--- src/rtl/bcd_display_scheduler.sv ---
// -----------------------------------------------------------------------------
// bcd_display_scheduler
//
// Purpose:
//   Two 7-bit switch fields (A = SW[17:11], B = SW[10:4]) share one serial
//   double-dabble binary-to-BCD converter. A refresh tick starts a conversion.
//   The pointer alternates between A and B after every conversion. Each field
//   is saturated to SAT_MAX (99) before conversion. The two resulting decimal
//   digits are encoded for active-low 7-segment displays.
//
// Ports:
//   CLOCK_50   in   1   system clock, rising-edge active
//   RESET_N    in   1   asynchronous active-low reset
//   SW         in   18  raw switches: [17:11]=A, [10:4]=B, [3:0] unused
//   HEX7/HEX6  out  7   A tens / units digit, active-low {g,f,e,d,c,b,a}
//   HEX5/HEX4  out  7   B tens / units digit
//   BUSY       out  1   high while a conversion is in flight (SHIFT, STORE)
//
// Configuration:
//   `define DEBOUNCE_EN adds a per-field stability filter. A field reaches the
//   converter only after it has been unchanged for DEB_CNT cycles. When the
//   macro is undefined, the converter reads the synchronised field directly.
// -----------------------------------------------------------------------------
module bcd_display_scheduler #(
    parameter int IN_W        = 7,
    parameter int SAT_MAX     = 99,
    parameter int REFRESH_DIV = 50000,
    parameter int DEB_CNT     = 16
) (
    input  logic        CLOCK_50,
    input  logic        RESET_N,
    input  logic [17:0] SW,
    output logic [6:0]  HEX7,
    output logic [6:0]  HEX6,
    output logic [6:0]  HEX5,
    output logic [6:0]  HEX4,
    output logic        BUSY
);

    localparam int CNT_W  = (REFRESH_DIV > 1) ? $clog2(REFRESH_DIV) : 1;
    localparam int STEP_W = $clog2(IN_W + 1);
    localparam int F2_W   = 2 * IN_W;

    typedef enum logic [1:0] {
        IDLE  = 2'd0,
        SHIFT = 2'd1,
        STORE = 2'd2
    } state_t;

    // Active-low segment encoder. A nibble above 9 blanks the digit.
    function automatic logic [6:0] seg7_encode(input logic [3:0] digit);
        logic [6:0] seg;
        case (digit)
            4'd0:    seg = 7'h40;
            4'd1:    seg = 7'h79;
            4'd2:    seg = 7'h24;
            4'd3:    seg = 7'h30;
            4'd4:    seg = 7'h19;
            4'd5:    seg = 7'h12;
            4'd6:    seg = 7'h02;
            4'd7:    seg = 7'h78;
            4'd8:    seg = 7'h00;
            4'd9:    seg = 7'h10;
            default: seg = 7'h7F;
        endcase
        return seg;
    endfunction

    // SW[3:0] is not connected to any logic.
    logic unused_sw_s;
    assign unused_sw_s = ^SW[3:0];

    logic [F2_W-1:0]   sync1_r;
    logic [F2_W-1:0]   sync2_r;
    logic [IN_W-1:0]   field_a_s;
    logic [IN_W-1:0]   field_b_s;
    logic [CNT_W-1:0]  tick_cnt_r;
    logic              tick_s;
    state_t            state_r;
    state_t            next_state_s;
    logic              load_s;
    logic              shift_s;
    logic              store_s;
    logic              busy_next_s;
    logic              ptr_r;
    logic [IN_W-1:0]   bin_r;
    logic [3:0]        tens_r;
    logic [3:0]        units_r;
    logic [STEP_W-1:0] step_r;
    logic [3:0]        tens_adj_s;
    logic [3:0]        units_adj_s;
    logic [IN_W-1:0]   sel_field_s;
    logic [IN_W-1:0]   sat_field_s;
    logic [6:0]        hex7_r;
    logic [6:0]        hex6_r;
    logic [6:0]        hex5_r;
    logic [6:0]        hex4_r;
    logic              busy_r;

    // Two-flop synchroniser for both switch fields.
    always_ff @(posedge CLOCK_50 or negedge RESET_N) begin
        if (!RESET_N) begin
            sync1_r <= {F2_W{1'b0}};
            sync2_r <= {F2_W{1'b0}};
        end else begin
            sync1_r <= SW[17 -: F2_W];
            sync2_r <= sync1_r;
        end
    end

`ifdef DEBOUNCE_EN
    localparam int DEB_W = (DEB_CNT > 1) ? $clog2(DEB_CNT) : 1;

    logic [IN_W-1:0]  cand_r [2];
    logic [IN_W-1:0]  filt_r [2];
    logic [DEB_W-1:0] deb_cnt_r [2];
    logic [IN_W-1:0]  raw_s [2];

    assign raw_s[0] = sync2_r[F2_W-1 -: IN_W];
    assign raw_s[1] = sync2_r[IN_W-1:0];

    // Stability filter: any change restarts the count. The filtered value
    // follows the candidate only after DEB_CNT unchanged cycles.
    always_ff @(posedge CLOCK_50 or negedge RESET_N) begin
        if (!RESET_N) begin
            for (int i = 0; i < 2; i++) begin
                cand_r[i]    <= {IN_W{1'b0}};
                filt_r[i]    <= {IN_W{1'b0}};
                deb_cnt_r[i] <= {DEB_W{1'b0}};
            end
        end else begin
            for (int i = 0; i < 2; i++) begin
                if (raw_s[i] != cand_r[i]) begin
                    cand_r[i]    <= raw_s[i];
                    deb_cnt_r[i] <= {DEB_W{1'b0}};
                end else if (deb_cnt_r[i] != DEB_W'(DEB_CNT - 1)) begin
                    deb_cnt_r[i] <= deb_cnt_r[i] + DEB_W'(1);
                end else begin
                    filt_r[i] <= cand_r[i];
                end
            end
        end
    end

    assign field_a_s = filt_r[0];
    assign field_b_s = filt_r[1];
`else
    assign field_a_s = sync2_r[F2_W-1 -: IN_W];
    assign field_b_s = sync2_r[IN_W-1:0];
`endif

    // Free-running refresh divider. The tick is the last count of each period.
    always_ff @(posedge CLOCK_50 or negedge RESET_N) begin
        if (!RESET_N) begin
            tick_cnt_r <= {CNT_W{1'b0}};
        end else if (tick_s) begin
            tick_cnt_r <= {CNT_W{1'b0}};
        end else begin
            tick_cnt_r <= tick_cnt_r + CNT_W'(1);
        end
    end

    assign tick_s = (tick_cnt_r == CNT_W'(REFRESH_DIV - 1));

    // FSM state register.
    always_ff @(posedge CLOCK_50 or negedge RESET_N) begin
        if (!RESET_N) begin
            state_r <= IDLE;
        end else begin
            state_r <= next_state_s;
        end
    end

    // FSM next-state logic. A tick outside IDLE is dropped.
    always_comb begin
        next_state_s = state_r;
        case (state_r)
            IDLE: begin
                if (tick_s) begin
                    next_state_s = SHIFT;
                end else begin
                    next_state_s = IDLE;
                end
            end
            SHIFT: begin
                if (step_r == STEP_W'(IN_W - 1)) begin
                    next_state_s = STORE;
                end else begin
                    next_state_s = SHIFT;
                end
            end
            STORE:   next_state_s = IDLE;
            default: next_state_s = IDLE;
        endcase
    end

    // FSM output decode: datapath strobes and next value of BUSY.
    always_comb begin
        load_s      = 1'b0;
        shift_s     = 1'b0;
        store_s     = 1'b0;
        busy_next_s = (next_state_s != IDLE);
        case (state_r)
            IDLE:    load_s  = tick_s;
            SHIFT:   shift_s = 1'b1;
            STORE:   store_s = 1'b1;
            default: begin
                load_s  = 1'b0;
                shift_s = 1'b0;
                store_s = 1'b0;
            end
        endcase
    end

    // Field selection, saturation, and double-dabble add-3 correction.
    always_comb begin
        sel_field_s = field_a_s;
        sat_field_s = field_a_s;
        if (ptr_r) begin
            sel_field_s = field_b_s;
        end else begin
            sel_field_s = field_a_s;
        end
        if (sel_field_s > IN_W'(SAT_MAX)) begin
            sat_field_s = IN_W'(SAT_MAX);
        end else begin
            sat_field_s = sel_field_s;
        end
        if (tens_r >= 4'd5) begin
            tens_adj_s = tens_r + 4'd3;
        end else begin
            tens_adj_s = tens_r;
        end
        if (units_r >= 4'd5) begin
            units_adj_s = units_r + 4'd3;
        end else begin
            units_adj_s = units_r;
        end
    end

    // Converter datapath, pointer, and registered display and BUSY outputs.
    always_ff @(posedge CLOCK_50 or negedge RESET_N) begin
        if (!RESET_N) begin
            bin_r   <= {IN_W{1'b0}};
            tens_r  <= 4'd0;
            units_r <= 4'd0;
            step_r  <= {STEP_W{1'b0}};
            ptr_r   <= 1'b0;
            hex7_r  <= 7'h40;
            hex6_r  <= 7'h40;
            hex5_r  <= 7'h40;
            hex4_r  <= 7'h40;
            busy_r  <= 1'b0;
        end else begin
            busy_r <= busy_next_s;
            if (load_s) begin
                bin_r   <= sat_field_s;
                tens_r  <= 4'd0;
                units_r <= 4'd0;
                step_r  <= {STEP_W{1'b0}};
            end else if (shift_s) begin
                // Shift {tens, units, bin} left by one after the correction.
                tens_r  <= {tens_adj_s[2:0], units_adj_s[3]};
                units_r <= {units_adj_s[2:0], bin_r[IN_W-1]};
                bin_r   <= {bin_r[IN_W-2:0], 1'b0};
                step_r  <= step_r + STEP_W'(1);
            end
            if (store_s) begin
                if (ptr_r) begin
                    hex5_r <= seg7_encode(tens_r);
                    hex4_r <= seg7_encode(units_r);
                end else begin
                    hex7_r <= seg7_encode(tens_r);
                    hex6_r <= seg7_encode(units_r);
                end
                ptr_r <= ~ptr_r;
            end
        end
    end

    assign HEX7 = hex7_r;
    assign HEX6 = hex6_r;
    assign HEX5 = hex5_r;
    assign HEX4 = hex4_r;
    assign BUSY = busy_r;

endmodule

--- config.mk ---
export PLATFORM = sky130hd
export DESIGN_NAME = bcd_display_scheduler
export DESIGN_NICKNAME = d
export VERILOG_FILES = /design/src/rtl/bcd_display_scheduler.sv
export SDC_FILE = /design/constraint.sdc
export NUM_CORES = 1
export LEC_CHECK = 0
export ABC_CLOCK_PERIOD_IN_PS = 2100
export CELL_PAD_IN_SITES_DETAIL_PLACEMENT = 1
export CELL_PAD_IN_SITES_GLOBAL_PLACEMENT = 1
export CORE_MARGIN = 1
export CORE_UTILIZATION = 45
export CTS_CLUSTER_SIZE = 30
export DETAILED_ROUTE_END_ITERATION = 10
export DONT_BUFFER_PORTS = 1
export PLACE_DENSITY = 0.76
export SLEW_MARGIN = 20
export SYNTH_ARGS = -nofsm -noshare
export SYNTH_HDL_FRONTEND = slang
export SYNTH_SLANG_ARGS = --single-unit
--- constraint.sdc ---
create_clock -name CLOCK_50 -period 2.1 [get_ports CLOCK_50]
set_input_delay 0.42 -clock CLOCK_50 [delete_from_list [all_inputs] [get_ports CLOCK_50]]
set_output_delay 0.42 -clock CLOCK_50 [all_outputs]
set_load 0.05 [all_outputs]
Word-level counts from Yosys, hierarchy flattened
Memory sizes are Yosys's and may differ from the RTL's. A register that Yosys moved wholly into a read port is not among the register bits.
Cells that the tools add are included.
{"block": "totals", "regBits": 66, "mem_bits_ro": 448, "inputBits": 20, "output_inout_bits": 29, "elab_cells": 54, "mem_count": 4}
{"block": "op_classes", "add_sub_neg": 4, "order_cmp": 3, "eq_ne": 4, "n_mux": 19, "n_bitwise": 1, "n_reduce_logical": 9}
{"memory": "(no name shown)", "words": 16, "width": 7, "rd": 1, "rd_clocked_by_memory_dff": 1, "wr": 0, "line_no": "53", "source": "case (digit)"}
{"memory": "(no name shown)", "words": 16, "width": 7, "rd": 1, "rd_clocked_by_memory_dff": 1, "wr": 0, "line_no": "53"}
{"memory": "(no name shown)", "words": 16, "width": 7, "rd": 1, "rd_clocked_by_memory_dff": 1, "wr": 0, "line_no": "53"}
{"memory": "(no name shown)", "words": 16, "width": 7, "rd": 1, "rd_clocked_by_memory_dff": 1, "wr": 0, "line_no": "53"}
{"op": "$mux 7", "count": 4}
{"op": "$mux 4", "count": 5}
{"op": "$add 16x1->16 const B", "count": 1}
{"op": "$eq 16x16->1 const B", "count": 1}
{"op": "$mux 16", "count": 1}
{"op": "$mux 3", "count": 3}
{"op": "$ge 4x3->1 const B", "count": 2}
{"op": "$gt 7x7->1 const B", "count": 1}
{"op": "$add 4x2->4 const B", "count": 1}
{"op": "$logic_not 1->1", "count": 4}
{"op": "$mux 1", "count": 4}
{"op": "$pmux 2 s2", "count": 1}
{"op": "$reduce_and 2->1", "count": 2}
{"op": "$reduce_bool 2->1", "count": 2}
{"op": "$add 3x1->3 const B", "count": 1}
{"op": "$add 3x2->3 const B", "count": 1}
{"op": "$eq 3x3->1 const B", "count": 1}
{"op": "$eq 2x1->1 const B", "count": 1}
{"op": "$eq 2x2->1 const B", "count": 1}
{"op": "$logic_not 2->1", "count": 1}
{"op": "$mux 2", "count": 1}
{"op": "$not 1->1", "count": 1}

Longest topological paths before layout
{"block": "logic_depth", "depth_word": 4, "depth_mapped": 7, "mapped_depth_nobuf": 6}

Least setup slack after synthesis
No wires, ideal clock.
{"block": "synth_timing", "path_type": "flip-flop to flip-flop", "from": "register tick_cnt_r[0]", "to": "register bin_r[1]", "setup_ps": 80, "arrival_time_ps": 1615, "t_required_ps": 2020, "path_slack_ps": 405, "path_stages_with_launch": 7, "period_less_slack_ps": 1695, "cell_sequence": "dfrtp_1 ha_1 and3_1 and4_1 buf_6 or3b_2 o211ai_2"}
{"block": "synth_between", "elab_chain_len": 3, "elab_cells_between_ends": 4, "cone_classes": "eq/ne: 1; mux: 2; reduce/logical: 1"}
{"element": "from (decl)", "line_no": "77", "source": "logic [CNT_W-1:0] tick_cnt_r;"}
{"element": "from (signal assigned)", "line_no": "155", "source": "tick_cnt_r <= {CNT_W{1'b0}};"}
{"element": "from (signal assigned)", "line_no": "157", "source": "tick_cnt_r <= {CNT_W{1'b0}};"}
{"element": "from (signal assigned)", "line_no": "159", "source": "tick_cnt_r <= tick_cnt_r + CNT_W'(1);"}
{"element": "$eq 16x16->1 (*)", "line_no": "163", "source": "assign tick_s = (tick_cnt_r == CNT_W'(REFRESH_DIV - 1));"}
{"element": "$mux 1 (*)", "line_no": "203", "source": "case (state_r)"}
{"element": "$mux 7 / $reduce_bool 2->1 (equally long branches)"}
{"element": "to (signal assigned)", "line_no": "244", "source": "bin_r <= {IN_W{1'b0}};"}
{"element": "to (signal assigned)", "line_no": "257", "source": "bin_r <= sat_field_s;"}
{"element": "to (signal assigned)", "line_no": "265", "source": "bin_r <= {bin_r[IN_W-2:0], 1'b0};"}
{"element": "to (decl)", "line_no": "86", "source": "logic [IN_W-1:0] bin_r;"}
Mark *: on every way between the ends. The rest lies on a longest branch, timed or not.
A chain may end at the register's enable or synchronous reset.

Final worst setup path
{"block": "layout_timing", "from": "register tick_cnt_r[13]", "to": "register tens_r[1]"}
{"block": "layout_between", "elab_chain_len": 3, "elab_cells_between_ends": 4, "cone_classes": "eq/ne: 1; mux: 2; reduce/logical: 1"}
{"element": "$eq 16x16->1 (*)", "line_no": "163"}
{"element": "$mux 1 (*)", "line_no": "203"}
{"element": "$mux 4 / $reduce_bool 2->1 (equally long branches)"}
{"element": "to (signal assigned)", "line_no": "263", "source": "tens_r <= {tens_adj_s[2:0], units_adj_s[3]};"}
{"element": "to (decl)", "line_no": "87", "source": "logic [3:0] tens_r;"}
Marks and branches as above.

==> qor.yml <==
outcome: "complete, but fails checks"
violations: "negative hold slack"
fin_crit_sh_pct: 93.7
dpl_cell_area_um2: 4090
worst_hold_slack_ns: -0.276
portBuffers: 0
htreeDepth: 3
first_iter_violations: 66
grt_usage_pct: 19.0
syn_inst: 363
ys.warnings.count: 0
num_vias: 2646
cts_tree: "built"
r2r-end: "tens_r[1]"
final.setup.worst_slack_ns: 0.132
numCtsBuffers: 9
dieArea_um2: 9260
grt_pass1_vias: 2798
pwr_density_cell_nw_per_um2: 713
syn_avg_cell_area_um2: 11.0
yosys.area.top_type: "dfrtp_1"
first_pass_iters: 4
ys_seq_area_share_pct: 59.0
n_fill_cell: 925
synth_edf_count: 0
insertion_delay_ns: 0.37
ir_worst_vdd_v: 0.000348
tightest_slew_ns: 0.488
min_period_ns: 1.97
yosys-top-cells-area: "dfrtp_1 (56%), nand2_1 (4.7%), o21ai_0 (4.4%), ha_1 (4.1%), xnor2_1 (3.1%)"
grt_max_degree: 95
rr_startpoint: "tick_cnt_r[13]"
synth-seq-cells: 94
grt_pass1_wl_um: 13200
cts_max_path_buffers: 2
busiest_layer: "met2"
via_per_inst: 5.55
finalHoldViolCount: 94
hpwl_um: 5220
p_leak_nw: 1.92
areaGrowthSynthToFinish_pct: 7.33
setup_violations: 0
die_h_um: 96.2
slew_headroom_pct: 67.5
crit_type: "reg -> reg"
grt_use_met1_pct: 22.6
synth_cell_types: 48
cts_setup_buffers: 0
numClockSinks: 94
skew_ns: 0.0122
slew_violations: 0
wirelength_um: 7740
pre_cts_ws_ns: 0.157
ff2ff_path_depth: 4
nets: 397
ant_nets: 0
place_inst: 461
final.setup.tns_ns: 0
arrival_ns: 2.20
yosysMostFrequentCell: "dfrtp_1"
gr-total-overflow: 0
n_antenna_cell: 0
synth.net_count: 396
die_x_um: 96.2
num_io_pins: 49
instances_no_fill: 477
ctsResizeCount: 0
path_clk_slew_ns: 0.10
critPathRequiredTime_ns: 2.33
wl_per_cell_um: 16.2
endpoint_kind: "register"
worst-path-max-fanout: 8
drc: 0
fin_area_um2: 4290
gr-usage-met3_pct: 5.45
ys.flop_type: "dfrtp_1"
grtUsageMet2_pct: 33.2
rsz0062_at_grt: "false"
finish.utilization_pct: 49.6
max_freq_mhz: 508
async_flop_share_pct: 100
antenna_found_initial: 0
cts_root_buffer: "clkbuf_8"
synth_top_area_share_pct: 56.4
rrSetupSlack_ns: 0.13
num_rows: 34
hold_class: "in -> async"
yosys-top-cells-count: "dfrtp_1 (90), nand2_1 (50), o21ai_0 (35)"
synth.cell_area_um2: 3990
routabilityCongestion: 0.746
start_kind: "register"
maxCapViolCount: 0
core_um2: 8640
drive_above_1_share_pct: 9.76
initial_core_util_pct: 46.2
-- worst max-delay path: stages (launching register included) --
cell and delay, ns:
dfrtp_1 0.44, nor4bb_1 0.43, and4_1 0.46, and2_1 0.35, o22ai_1 0.14
-- routing by layer --
metal  part of all wire (%)  up-vias
li1                       -     1257
met1                     44     1335
met2                     51       47
met3                    3.9        7
met4                    1.1        0
met5                      0        -
-- placed cells by master, fill, tap and decap left out, drive strengths merged, types with 2 or more instances in the layout --
master	netlist	layout
xor2	5	5
a221o	2	2
nand2b	6	6
clkinv	0	2
ha	13	13
nor2b	2	2
buf	9	7
inv	14	19
a21o	4	4
and3	4	4
mux2	2	2
o211ai	2	2
nor3b	2	2
nor2	17	17
nor3	4	4
a22o	3	3
o22ai	14	14
o21a	2	2
clkbuf	8	9
dfrtp	90	90
xnor2	14	14
nand3	9	9
nor4bb	2	2
nand2	51	51
nor4	4	4
o31ai	5	5
a21oi	9	9
o21ai	42	42
dfstp	4	4
mux2i	7	7
nand4	3	3
-- cell families (layout without fill, tap and decap cells) --
logic type | after synthesis | after routing | share of synthesized area [%]
and+or+nand+nor | 110 | 110 | 13.4
muxes | 9 | 9 | 2.32
buffers and inverters | 31 | 37 | 3.63
adders and majority gates | 13 | 13 | 4.07
AOI/OAI and AO/OA | 87 | 87 | 13.4
xor gates and xnor gates | 19 | 19 | 4.17
DFF | 94 | 94 | 59.0
-- registers in the layout, indices dropped and copies added (netlist names), 7 cells and up --
name,cells
HEX5,7
sync1_r,14
HEX7,7
HEX6,7
sync2_r,14
HEX4,7
tick_cnt_r,16
bin_r,7
-- final cells by class --
| type | count | area, µm² | share of cell area, % |
|---|---|---|---|
| clock buffers | 9 | 124 | 2.89 |
| clock inverters | 7 | 73.8 | 1.72 |
| inverters | 14 | 52.6 | 1.23 |
| multi-input cells | 238 | 1490 | 34.8 |
| flip-flops and latches | 94 | 2360 | 55.0 |
| well taps | 108 | 135 | 3.15 |
| repair buffers | 7 | 52.6 | 1.23 |
-- stage by stage --
stage / hold WS, ns / total power [mW]
floorplan: 0.124 / 1.89
global placement: 0.126 / 1.89
detailed placement: 0.126 / 1.89
CTS: -0.293 / 3.10
global route: -0.310 / 3.18
finish: -0.276 / 3.06
-- worst max path at each step --
stage / start / end / slack, ns / cells past startpoint
after floorplan: tick_cnt_r[0] / bin_r[1] / 0.41 / 6
final: tick_cnt_r[13] / tens_r[1] / 0.13 / 4
after global routing: tick_cnt_r[7] / tens_r[1] / 0.03 / 4
after CTS: tick_cnt_r[13] / tens_r[1] / 0.13 / 4
after global placement: tick_cnt_r[12] / tens_r[2] / 0.21 / 4
after detailed placement: tick_cnt_r[13] / tens_r[1] / 0.16 / 4
-- report_power, final --
group | internal [mW] | switching [mW] | total (mW)
registers | 1.84 | 0.0104 | 1.85
logic | 0.00567 | 0.00596 | 0.0116
clock network | 0.472 | 0.727 | 1.20
total | 2.31 | 0.743 | 3.06
Power figures use the tool's default switching activity.
